<file path="config.mk">
export PLATFORM = sky130hd
export DESIGN_NAME = hazard_scoreboard
export DESIGN_NICKNAME = d
export VERILOG_FILES = /design/src/rtl/hazard_scoreboard.sv
export SDC_FILE = /design/constraint.sdc
export NUM_CORES = 1
export LEC_CHECK = 0
export BUFFER_PORTS_ARGS = -buffer_cell sky130_fd_sc_hd__buf_2
export CAP_MARGIN = 20
export CORE_UTILIZATION = 51
export DETAILED_ROUTE_END_ITERATION = 8
export GPL_TIMING_DRIVEN = 0
export PLACE_DENSITY = 0.79
export SLEW_MARGIN = 25
export SYNTH_ARGS = -nofsm -noshare
export SYNTH_HDL_FRONTEND = slang
export SYNTH_SLANG_ARGS = --single-unit
</file>
<file path="constraint.sdc">
create_clock -name clk -period 3 [get_ports clk]
set_input_delay 0.45 -clock clk [delete_from_list [all_inputs] [get_ports clk]]
set_output_delay 0.45 -clock clk [all_outputs]
set_load 0.02 [all_outputs]
</file>
<file path="src/rtl/hazard_scoreboard.sv">
// Decode-stage hazard detector: tracks destination/Tnew records for E and M and stalls D on RAW hazards.
// Optional multiply/divide busy tracking is compiled in when MD_STALL_EN is defined.
module hazard_scoreboard (
    input  logic        clk,
    input  logic        reset,
    input  logic [31:0] IR_D,
    output logic        stall,
    output logic        clr_E,
    output logic        md_busy
);

    typedef struct packed {
        logic [4:0] a3;
        logic [1:0] tnew;
    } rec_t;

    localparam rec_t BUBBLE = '{a3: 5'd0, tnew: 2'd0};

    function automatic logic [1:0] sat_dec(input logic [1:0] t);
        return (t == 2'd0) ? 2'd0 : t - 2'd1;
    endfunction

    function automatic logic src_hazard(input logic       used,
                                        input logic [4:0] r,
                                        input logic [1:0] tuse,
                                        input rec_t       rec);
        return used && (r != 5'd0) && (r == rec.a3) && (rec.tnew > tuse);
    endfunction

    logic [5:0] op_d;
    logic [5:0] funct_d;
    logic [4:0] rs_d;
    logic [4:0] rt_d;
    logic [4:0] rd_d;
    logic       unused_shamt;

    assign op_d         = IR_D[31:26];
    assign rs_d         = IR_D[25:21];
    assign rt_d         = IR_D[20:16];
    assign rd_d         = IR_D[15:11];
    assign funct_d      = IR_D[5:0];
    assign unused_shamt = ^IR_D[10:6];

    logic is_special;
    logic is_jr;
    logic is_jalr;
    logic is_cal_r;
    logic is_cal_i;
    logic is_load;
    logic is_store;
    logic is_branch;
    logic is_jal;

    always_comb begin
        is_special = (op_d == 6'b000000);
        is_jr      = is_special && (funct_d == 6'b001000);
        is_jalr    = is_special && (funct_d == 6'b001001);
        is_cal_r   = (is_special || (op_d == 6'b011100)) && !is_jr && !is_jalr;
        is_cal_i   = (op_d[5:3] == 3'b001);
        is_load    = op_d inside {6'b100011, 6'b100000, 6'b100100, 6'b100001, 6'b100101};
        is_store   = op_d inside {6'b101011, 6'b101000, 6'b101001};
        is_branch  = op_d inside {6'b000100, 6'b000101, 6'b000110, 6'b000111, 6'b000001};
        is_jal     = (op_d == 6'b000011);
    end

    logic       rs_used;
    logic       rt_used;
    logic [1:0] rs_tuse;
    logic [1:0] rt_tuse;
    rec_t       rec_d;

    always_comb begin
        rs_used = is_branch || is_jr || is_jalr || is_cal_r || is_cal_i || is_load || is_store;
        rt_used = is_branch || is_cal_r || is_store;
        rs_tuse = (is_branch || is_jr || is_jalr) ? 2'd0 : 2'd1;
        if (is_branch)
            rt_tuse = 2'd0;
        else if (is_store)
            rt_tuse = 2'd2;
        else
            rt_tuse = 2'd1;

        rec_d = BUBBLE;
        if (is_cal_r)
            rec_d = '{a3: rd_d, tnew: 2'd1};
        else if (is_cal_i)
            rec_d = '{a3: rt_d, tnew: 2'd1};
        else if (is_load)
            rec_d = '{a3: rt_d, tnew: 2'd2};
        else if (is_jal)
            rec_d = '{a3: 5'd31, tnew: 2'd0};
        else if (is_jalr)
            rec_d = '{a3: rd_d, tnew: 2'd0};
    end

    rec_t rec_e_p1;
    rec_t rec_m_p2;
    logic raw_stall;
    logic md_stall;

    always_comb begin
        raw_stall = src_hazard(rs_used, rs_d, rs_tuse, rec_e_p1) ||
                    src_hazard(rt_used, rt_d, rt_tuse, rec_e_p1) ||
                    src_hazard(rs_used, rs_d, rs_tuse, rec_m_p2) ||
                    src_hazard(rt_used, rt_d, rt_tuse, rec_m_p2);
    end

    // D -> E -> M record pipeline; a stall loads a bubble into E
    always_ff @(posedge clk or negedge reset) begin
        if (!reset) begin
            rec_e_p1 <= BUBBLE;
            rec_m_p2 <= BUBBLE;
        end else begin
            rec_e_p1 <= stall ? BUBBLE : rec_d;
            rec_m_p2 <= '{a3: rec_e_p1.a3, tnew: sat_dec(rec_e_p1.tnew)};
        end
    end

`ifdef MD_STALL_EN
    typedef enum logic [1:0] {
        MD_NONE = 2'd0,
        MD_MULT = 2'd1,
        MD_DIV  = 2'd2
    } md_op_t;

    localparam logic [3:0] MULT_CYC = 4'd5;
    localparam logic [3:0] DIV_CYC  = 4'd10;

    md_op_t     md_op_d;
    md_op_t     md_op_e_p1;
    logic       md_class_d;
    logic [3:0] md_cnt;

    always_comb begin
        md_op_d = MD_NONE;
        if (is_special) begin
            case (funct_d)
                6'b011000, 6'b011001: md_op_d = MD_MULT;
                6'b011010, 6'b011011: md_op_d = MD_DIV;
                default:              md_op_d = MD_NONE;
            endcase
        end
        md_class_d = (md_op_d != MD_NONE) ||
                     (is_special && (funct_d inside {6'b010000, 6'b010010, 6'b010001, 6'b010011}));
    end

    // E-stage start op launches the busy counter at the following edge
    always_ff @(posedge clk or negedge reset) begin
        if (!reset) begin
            md_op_e_p1 <= MD_NONE;
            md_cnt     <= 4'd0;
        end else begin
            md_op_e_p1 <= stall ? MD_NONE : md_op_d;
            if (md_op_e_p1 == MD_MULT)
                md_cnt <= MULT_CYC;
            else if (md_op_e_p1 == MD_DIV)
                md_cnt <= DIV_CYC;
            else if (md_cnt != 4'd0)
                md_cnt <= md_cnt - 4'd1;
        end
    end

    assign md_busy  = (md_cnt != 4'd0);
    assign md_stall = md_class_d && ((md_op_e_p1 != MD_NONE) || md_busy);
`else
    assign md_busy  = 1'b0;
    assign md_stall = 1'b0;
`endif

    // Gating with reset lets an in-flight stall collapse the moment reset is asserted.
    assign stall = reset && (raw_stall || md_stall);
    assign clr_E = stall;

endmodule

</file>
# After elaboration in Yosys (flattened, before gate mapping)
# Index checks and enable logic that the tools add are counted.
# totals
reg_bits	14
in_bits	34
out_inout_bits	3
wordCells	77
# classes
n_addsub	1
magnitude_cmp	4
n_eq_ne	22
mux	10
n_reduce_logical	36
# op_table
cell	n
$eq A6 B6 Y1 const B	8
$mux W7	6
$eq A6 B3 Y1 const B	4
$eq A5 B5 Y1	4
$reduce_bool A5 Y1	4
$logic_and A1 B1 Y1	15
$eq A6 B4 Y1 const B	2
$logic_or A1 B1 Y1	12
$eq A6 B1 Y1 const B	1
$eq A6 B2 Y1 const B	1
$eq A6 B5 Y1 const B	1
$logic_not A6 Y1	1
$mux W2	3
$gt A2 B1 Y1	2
$gt A2 B2 Y1	2
$eq A3 B1 Y1 const B	1
$reduce_bool A3 Y1	1
$logic_not A1 Y1	2
$logic_not A2 Y1	1
$sub A2 B1 Y2 const B	1
$mux W1	1

# Logic depth before layout (Yosys ltp)
# Gate-level depths: netlist of run 1.
# logic_depth
word_depth	17
depth_mapped	12
mapped_depth_nobuf	10

# Worst setup path before layout of run 1
# No wires, ideal clock.
# synth_path
path_type	input to output
from	input port IR_D[2]
to	output port stall
t_arrival_ns	2.451
t_required_ns	2.550
slack_ns	0.099
cell_stages	11
path_buffers	1
cell_sequence	nor4b_4 -> a21oi_1 -> nor2_1 -> o21ai_0 -> ha_1 -> nor2_1 -> o21ai_0 -> o22ai_1 -> o2111a_1 -> or2_1 -> buf_4
# synth_between
elab_chain_len	16
word_cells_on_any_way	33
cone_classes	2 x order compare; 2 x eq/ne; 1 x mux; 28 x reduce/logical
# synth_lines
item	line_no	source
start: declaration	6	input logic [31:0] IR_D,
$eq A6 B4 Y1	56	is_jr = is_special && (funct_d == 6'b001000);
$logic_and A1 B1 Y1	56	
$logic_not A1 Y1	58	is_cal_r = (is_special || (op_d == 6'b011100)) && !is_jr && !is_jalr;
$logic_and A1 B1 Y1 (2 in a row)	58	
$logic_or A1 B1 Y1 (4 in a row)	73	rs_used = is_branch || is_jr || is_jalr || is_cal_r || is_cal_i || is_load || is_store;
$logic_and A1 B1 Y1 (3 in a row)	27	return used && (r != 5'd0) && (r == rec.a3) && (rec.tnew > tuse);
$logic_or A1 B1 Y1	102	raw_stall = src_hazard(rs_used, rs_d, rs_tuse, rec_e_p1) ||
$logic_or A1 B1 Y1	103	src_hazard(rt_used, rt_d, rt_tuse, rec_e_p1) ||
$logic_or A1 B1 Y1 (*)	104	src_hazard(rs_used, rs_d, rs_tuse, rec_m_p2) ||
$logic_and A1 B1 Y1 (*)	171	assign stall = reset && (raw_stall || md_stall);
end: declaration	7	output logic stall,
# Every way passes the cells marked *; elsewhere a longest branch is shown, timed or not.

# Worst setup path in the final report of run 1
# layout_path
from	input port IR_D[29]
to	output port stall
# layout_between
elab_chain_len	16
word_cells_on_any_way	55
cone_classes	4 x order compare; 15 x eq/ne; 3 x mux; 33 x reduce/logical
# layout_lines
item	line_no
branches (longest 14 deep; another with $gt A2 B1 Y1)	--
$logic_or A1 B1 Y1 (*)	104
$logic_and A1 B1 Y1 (*)	171
# Every way passes the cells marked *.

==> impl_metrics.toml, run 1 <==
[outcome]
status = "complete, no violations"

[routing]
drcViolationCount = 0
drt_wl_total_um = 3271
drtAntennaViolNets = 0
via_per_inst = 6.034
via_count = 1249
drt_iter0_drc = 23
first_pass_iters = 4
wl_per_cell_um = 15.80

[finish]
n_fill_cell = 204
multi_input_comb_area_um2 = 844.6
drive_gt1_share_pct = 30.73
area_delta_synth_final_pct = 20.78
fin_area_mm2 = 0.001541
seq_area_um2 = 350.3
postLayoutCoreUtil_pct = 67.73
nNetsFinal = 221
stdcell_count = 207
n_antenna_cell = 0

[yosys]
yosys.area_share.simple_pct = 25.29
ys_seq_elements = 14
syn_avg_cell_area_um2 = 8.925
seq_area_frac_synth_pct = 27.45
synth_top_family_by_area = "simple AND/OR/NAND/NOR gates"
syn_area_mm2 = 0.001276
ys.warnings.count = 0
synth_compound_area_share_pct = 19.22
synth_xor_area_share_pct = 14.41
syn_inst = 143
synth_edf_count = 0
synthFlopType = "dfrtp_1"
synthAdderAreaFrac_pct = 5.882
synth_nets = 183
synth_cell_types = 39
synthMuxAreaShare_pct = 0
async_flop_share_pct = 100.0

[clock_tree]
cts.sinks = 14
cts_tree = "yes"
cts_root_buf = "clkbuf_4"
clk_pin_slew_ns = 0.09
holdBufCountCts = 0
numCtsBuffers = 3
cts_buffer_depth = 2
cts_htree_levels = 1
clk_latency_ns = 0.29

[floorplan]
die_area_mm2 = 0.002707
initial_core_util_pct = 56.07
rows = 17
die_w_um = 52.03
dieHeight_um = 52.03
core-area_mm2 = 0.002276
ioPinCount = 37

[sta]
timing.fmax_mhz = 342.9
hold_viol = 0
finalSetupViolCount = 0
finClkSkew_ns = 0.01631
finalCritPeriodShare_pct = 97.21
maxSlewViolCount = 0
worst_slew_pin_slew_ns = 0.5980
fin_crit_ns = 2.916
fin_hold_ws_ns = 0.04581
maxSlewHeadroom_pct = 59.79

[setup_path]
critPathMaxStageDelay_ns = 0.29
cp.arrival_ns = 2.47
startpoint_type = "input pin"
crit_top_cell = "buf_4"
worstSetupPathType = "in -> out"
cp_top_family = "compound AO/OA/AOI/OAI gates"
crit_path_end_kind = "output pin"
crit_path_cell_trace = "buf_2, buf_4, nor2_1, o21ai_0, a21oi_1, inv_1, ha_1, nand2_1, o2111ai_2, o22ai_1, o2111a_2, or2_1, buf_4, buf_6"
worstPathRequired_ns = 2.55
cp_slowest_cell = "ha_1"
critPathBufInv = 5
cp_max_fo = 10

[place]
dpl_cell_area_mm2 = 0.001451
dp_cells = 199
routabilityCongestion = 0.7904
io_buffers = 28
dp_hpwl_um = 2497

[power]
power_density_mw_per_mm2 = 309.0
p_leak_nw = 0.6562
p_total_mw = 0.4763
ir_drop_mv = 0.3016

[global_routing]
grt_max_degree = 17
first_global_vias = 1142
grt_use_total_pct = 26.66
grt-ovfl-total = 0
antenna_found_initial = 0
grt_pass1_wl_um = 5140

[run]
drv_cap = 0

[hold_path]
hold_path.class = "in -> async"
## area by class of cell
class | instances | area share (%)
plain buffers | 9 | 4.708
clock buffers | 3 | 1.461
inverters | 7 | 1.705
multi-input cells | 113 | 54.79
flip-flops and latches | 14 | 22.73
well taps | 28 | 2.273
repair buffers | 33 | 12.34
## sequential cells by signal, summed over array words and instances, names as in the netlist
| name | cells |
|---|---|
| rec_m_p2 | 7 |
| rec_e_p1 | 7 |
## cell usage after synthesis, types with 2 or more instances
cell       number  area (um^2)
nand3_1         2        10.01
nor3_1          9        45.04
o22ai_1         3        18.77
nor2_1          7        26.28
buf_4           5        37.54
a21oi_1         9        45.04
buf_6           2        22.52
ha_1            6        75.07
nand4_1         7        43.79
nor4b_1         5        43.79
nand2_1         6        22.52
inv_1           7        26.28
nor2b_1         6        37.54
o2111ai_1       3        26.28
dfrtp_1        14        350.3
o21ai_0         4        20.02
a2bb2oi_1       6        52.55
xnor2_1        21        183.9
## logic make-up after synthesis
group	Yosys count
compound gates	33
xor+xnor	21
fa+ha+maj	6
buf+inv	16
flops	14
other cells	1
simple gates	52
## layout by cell type (no fill, tap or decap), drive strengths merged, types with 2 or more instances in the layout
| master | netlist | routed |
|---|---|---|
| buf | 8 | 42 |
| nor2 | 7 | 7 |
| o2111ai | 3 | 3 |
| nand4 | 7 | 7 |
| o22ai | 3 | 3 |
| o2111a | 2 | 2 |
| a21oi | 10 | 10 |
| nor4b | 7 | 7 |
| o21ai | 4 | 4 |
| nor2b | 6 | 6 |
| a2bb2oi | 6 | 6 |
| inv | 7 | 7 |
| ha | 6 | 6 |
| clkbuf | 1 | 3 |
| nand2 | 6 | 6 |
| xnor2 | 21 | 21 |
| nand3 | 2 | 2 |
| dfrtp | 14 | 14 |
| nor3 | 9 | 9 |
## what timing repair did
action,in CTS,in global routing
endpoints found under the setup margin,2,1
setup buffers,4,1
gates resized for setup,4,10
pin swaps,3,9
## routing by layer
layer  global-route usage [%]  vias up  wire length, um
li1                         -      594                -
met1                    32.00      609             1386
met2                    49.15       42             1704
met3                    5.263        4              163
met4                    4.054        0               17
met5                        0        -                0
## power by group
group | switching, mW | total, mW | internal [mW]
combinational | 0.0777 | 0.154 | 0.0764
sequential | 0.0137 | 0.215 | 0.201
clock | 0.0605 | 0.107 | 0.0466
## per-stage QoR
step                      setup TNS, ns  setup slack [ns]
after floorplan                       0           0.09862
after global placement          -0.4110           -0.2613
after detailed placement        -0.5850           -0.3342
after CTS                             0           0.06832
after global routing           -0.01434          -0.01434
final                                 0           0.08384
## final timing paths
| path | from | to | slack, ns | depth (start not counted) |
|---|---|---|---|---|
| max | IR_D[29] | stall | 0.08 | 14 |
| min | reset | rec_m_p2[0]$_DFF_PN0_ | 0.05 | 1 |
| max reg2reg | rec_m_p2[1]$_DFF_PN0_ | rec_e_p1[4]$_DFF_PN0_ | 1.17 | 7 |
| min reg2reg | rec_e_p1[6]$_DFF_PN0_ | rec_m_p2[6]$_DFF_PN0_ | 0.44 | 0 |
| max in group asynchronous | reset | rec_m_p2[4]$_DFF_PN0_ | 2.68 | 1 |
| min in group clk | rec_e_p1[6]$_DFF_PN0_ | rec_m_p2[6]$_DFF_PN0_ | 0.44 | 0 |
Note: power is estimated with default switching activity, not from simulation.
==> run 2: changes to the inputs <==
Settings changed: CELL_PAD_IN_SITES_DETAIL_PLACEMENT set to 1, CELL_PAD_IN_SITES_GLOBAL_PLACEMENT set to 1, CORE_UTILIZATION 51 to 38, PLACE_DENSITY 0.79 to not set, PLACE_DENSITY_LB_ADDON set to 0.1.
==> impl_metrics.toml, run 2 (synthesis gave the netlist of run 1 again) <==
[setup_path]
crit_path_cell_trace = "buf_2, nor4b_4, a21oi_2, nor2_2, o21ai_2, ha_1, nor2_1, o21ai_1, o22ai_1, o2111a_2, or2_1, buf_2"
cp.arrival_ns = 2.44
cp_slowest_cell = "nor4b_4"
crit_top_cell = "buf_2"
cp_top_family = "simple AND/OR/NAND/NOR gates"
critPathBufInv = 2
worstSetupPathType = "in -> out"
r2r_end = "rec_e_p1[0]$_DFF_PN0_"
cp-endpoint = "clr_E"
cp_max_fo = 2
startpoint_type = "input pin"
r2r_cells = 8
cp-startpoint = "IR_D[2]"
worstPathRequired_ns = 2.55
critPathMaxStageDelay_ns = 0.33
crit_cells = 12
rr_startpoint = "rec_m_p2[1]$_DFF_PN0_"
r2r_setup_slack_ns = 1.12
crit_path_end_kind = "output pin"

[global_routing]
first_global_vias = 1312
grt_max_degree = 17
grt-ovfl-total = 0
grt_pass1_wl_um = 6113
antenna_found_initial = 0
grt_use_total_pct = 23.30

[routing]
via_per_inst = 5.545
drcViolationCount = 0
via_count = 1242
wl_per_cell_um = 16.60
drt_iter0_drc = 28
drt_wl_total_um = 3719
first_pass_iters = 4
drtAntennaViolNets = 0

[finish]
postLayoutCoreUtil_pct = 50.64
seq_area_um2 = 350.3
stdcell_count = 224
largestRegisters = "rec_e_p1 x7, rec_m_p2 x7"
n_antenna_cell = 0
nNetsFinal = 221
fin_area_mm2 = 0.001584
final_common_cell = "buf_2"
multi_input_comb_area_um2 = 857.1
n_fill_cell = 379
final_cell_mix = "buf_2, xnor2_1, dfrtp_1, buf_4, nor3_1"
drive_gt1_share_pct = 33.89
area_delta_synth_final_pct = 24.12

[place]
dp_hpwl_um = 2926
dp_cells = 215
dpl_cell_area_mm2 = 0.001471
io_buffers = 28
routabilityCongestion = 0.7965
place_worst_setup_slack_ns = -0.3744

[sta]
timing.fmax_mhz = 346.2
hold_viol = 0
maxSlewHeadroom_pct = 55.11
fin_crit_ns = 2.889
worst_slew_pin_slew_ns = 0.6676
finalSetupViolCount = 0
layout_setup_ws_ns = 0.1112
finalCritPeriodShare_pct = 96.29
maxSlewViolCount = 0
finClkSkew_ns = 0.003586

[floorplan]
ioPinCount = 37
dieHeight_um = 59.95
die_w_um = 59.95
initial_core_util_pct = 40.80
die_area_mm2 = 0.003594
rows = 20
core-area_mm2 = 0.003128

[clock_tree]
cts_root_buf = "clkbuf_4"
numCtsBuffers = 3
clk_latency_ns = 0.29
cts.sinks = 14
cts_buffer_depth = 2
clk_pin_slew_ns = 0.09
cts_htree_levels = 1
cts_tree = "yes"

[power]
ir_drop_mv = 0.2273
p_leak_nw = 0.6609
power_density_mw_per_mm2 = 324.7
p_total_mw = 0.5144

[hold_path]
hold_path.class = "in -> async"

[outcome]
status = "complete, no violations"

[run]
drv_cap = 0
run 2: report_power, final:
group	switching, mW	internal, mW
Clock	0.0671	0.0741
Combinational	0.0818	0.0765
Sequential	0.0137	0.201
Total	0.163	0.352
run 2: how the worst min path moves through the flow:
stage	cells after the start	start	slack, ns	endpoint
global placement	1	reset	0.37	rec_m_p2[5]$_DFF_PN0_
detailed placement	1	reset	0.38	rec_m_p2[5]$_DFF_PN0_
floorplan	0	reset	0.15	rec_e_p1[0]$_DFF_PN0_
CTS	1	reset	0.05	rec_m_p2[6]$_DFF_PN0_
global route	1	reset	0.05	rec_m_p2[2]$_DFF_PN0_
finish	1	reset	0.05	rec_e_p1[1]$_DFF_PN0_
run 2: repair_timing:
item,in CTS,in global routing
gates resized for setup,5,14
setup endpoints to repair,2,2
hold buffers,0,0
buffers inserted,3,3
pin swaps,2,11
run 2: final cells by class:
cell class                      count  share of cell area (%)
Buffer                              8                   4.265
Timing Repair Buffer               34                   12.09
Multi-Input combinational cell    113                   54.11
Sequential cell                    14                   22.12
Inverter                            7                   1.659
Tap cell                           44                   3.476
Clock buffer                        4                   2.291
run 2: layer usage:
layer  part of all wire (%)  vias to the layer above  track usage (%)
li1                       -                      595                -
met5                      0                        -                0
met4                    2.1                        0            8.306
met3                    3.0                        9            4.545
met1                     43                      611            28.40
met2                     52                       27            40.48
run 2: worst register-to-register path, cell delays in order, from the launching register on:
cell       delay, ns
dfrtp_1         0.40
ha_1            0.31
nor2b_1         0.13
o2111ai_1       0.20
o22ai_1         0.11
o2111a_2        0.21
buf_4           0.15
buf_4           0.12
nor3_1          0.17
run 2: through the flow:
step           setup TNS, ns  hold WS, ns
4_1_cts                    0      0.05123
2_1_floorplan              0       0.1544
3_3_place_gp         -0.5099       0.3685
5_1_grt             -0.01694      0.05132
3_5_place_dp         -0.6666       0.3757
6_report                   0      0.05007
==> run 3: changes to the inputs <==
Settings changed: CELL_PAD_IN_SITES_DETAIL_PLACEMENT 1 to 2, CELL_PAD_IN_SITES_GLOBAL_PLACEMENT 1 to 2, CORE_UTILIZATION 38 to 30, GPL_TIMING_DRIVEN 0 to not set, SLEW_MARGIN 25 to not set.
==> impl_metrics.toml, run 3 (synthesis gave the netlist of run 1 again) <==
[global_routing]
grt_use_total_pct = 19.16
antenna_found_initial = 0
grt_pass1_wl_um = 6368
first_global_vias = 1297
grt_max_degree = 17
grt-ovfl-total = 0

[floorplan]
die_area_mm2 = 0.004519
initial_core_util_pct = 31.68
rows = 23
die_w_um = 67.23
dieHeight_um = 67.23
core-area_mm2 = 0.004029
ioPinCount = 37

[setup_path]
startpoint_type = "input pin"
cp_top_family = "compound AO/OA/AOI/OAI gates"
critPathBufInv = 2
worstPathRequired_ns = 2.55
crit_path_end_kind = "output pin"
r2r_cells = 7
r2r_end = "rec_e_p1[0]$_DFF_PN0_"
worstSetupPathType = "in -> out"
cp_slowest_cell = "nor4b_4"
cp.arrival_ns = 2.38
crit_path_cell_trace = "buf_2, nor4b_4, a21oi_2, nor2_2, o21ai_2, ha_1, nor2_1, o21ai_0, o22ai_1, o2111a_1, or2_1, buf_4"
cp_max_fo = 2
rr_startpoint = "rec_e_p1[1]$_DFF_PN0_"
r2r_setup_slack_ns = 1.18
critPathMaxStageDelay_ns = 0.32

[clock_tree]
clk_pin_slew_ns = 0.06
cts.sinks = 14
cts_buffer_depth = 2
cts_htree_levels = 1
cts_root_buf = "clkbuf_8"
clk_latency_ns = 0.24
cts_tree = "yes"
numCtsBuffers = 3

[run]
drv_cap = 0

[finish]
postLayoutCoreUtil_pct = 38.66
drive_gt1_share_pct = 30.51
final_cell_mix = "buf_2, xnor2_1, dfrtp_1, buf_4, nor3_1"
area_delta_synth_final_pct = 22.06
n_antenna_cell = 0
nNetsFinal = 219
largestRegisters = "rec_e_p1 x7, rec_m_p2 x7"
fin_area_mm2 = 0.001558
stdcell_count = 227
final_common_cell = "buf_2"

[routing]
first_pass_iters = 4
via_per_inst = 5.352
drt_wl_total_um = 3907
drcViolationCount = 0
wl_per_cell_um = 17.21
via_count = 1215
drt_iter0_drc = 31
drtAntennaViolNets = 0

[sta]
finClkSkew_ns = 0.004373
fin_crit_ns = 2.834
hold_viol = 0
maxSlewViolCount = 0
worst_slew_pin_slew_ns = 0.5972
finalCritPeriodShare_pct = 94.46
timing.fmax_mhz = 352.9
finalSetupViolCount = 0
rsz0062_at_grt = "no"
fin_setup_tns_ns = 0
maxSlewHeadroom_pct = 59.85

[power]
ir_drop_mv = 0.3319
p_total_mw = 0.5199
p_leak_nw = 0.6451
power_density_mw_per_mm2 = 333.7

[place]
routabilityCongestion = 0.7781
dp_hpwl_um = 3180
io_buffers = 30
dpl_cell_area_mm2 = 0.001488
dp_cells = 223

[hold_path]
hold_path.class = "in -> async"

[outcome]
status = "complete, no violations"
## run 3: per-layer routing
layer | global-route usage (%) | share of wire [%] | wire length, um | up-vias
met5 | 0 | 0 | 0 | -
met3 | 3.209 | 2.6 | 100 | 2
met4 | 2.394 | 0.20 | 8 | 0
met2 | 34.75 | 52 | 2028 | 17
li1 | - | - | - | 593
met1 | 24.08 | 45 | 1770 | 603
## run 3: worst max path at each step
stage	slack, ns	endpoint	start	cells past startpoint
finish	0.17	stall	IR_D[4]	12
global route	0.006	stall	IR_D[4]	12
CTS	0.0006	clr_E	IR_D[2]	12
detailed placement	0.05	clr_E	IR_D[2]	12
global placement	0.08	clr_E	IR_D[2]	12
floorplan	0.1	stall	IR_D[2]	11
## run 3: layout make-up
class | count | area [um^2]
Fill cell | 487 | 2471
Inverter | 7 | 26.28
Timing Repair Buffer | 40 | 230.2
Sequential cell | 14 | 350.3
Tap cell | 50 | 62.56
Clock buffer | 3 | 41.29
Multi-Input combinational cell | 113 | 847.1
## run 3: stage by stage
| stage | hold slack (ns) | setup slack (ns) |
|---|---|---|
| after floorplan | 0.1544 | 0.09862 |
| after global placement | 0.3758 | 0.07657 |
| after detailed placement | 0.3791 | 0.05019 |
| after CTS | 0.1199 | 0.0005602 |
| after global routing | 0.1268 | 0.006468 |
| final | 0.1142 | 0.1661 |
## run 3: power by group
part	switching [mW]	total (mW)	internal (mW)
Sequential	0.0139	0.216	0.202
Combinational	0.0813	0.155	0.0733
Clock	0.0610	0.150	0.0886
Total	0.156	0.520	0.364
## run 3: repair_timing
action | CTS | global route
buffers inserted | 0 | 1
setup endpoints to repair | 0 | 2
resized for setup | 0 | 8
hold buffers | 0 | 0
## run 3: worst reg2reg max path: stages, from the launching register on
cell and delay [ns]:
dfrtp_1 0.40, ha_1 0.31, nor2b_1 0.14, o2111ai_1 0.20
o22ai_1 0.15, o2111a_2 0.17, buf_4 0.15, nor3_1 0.20
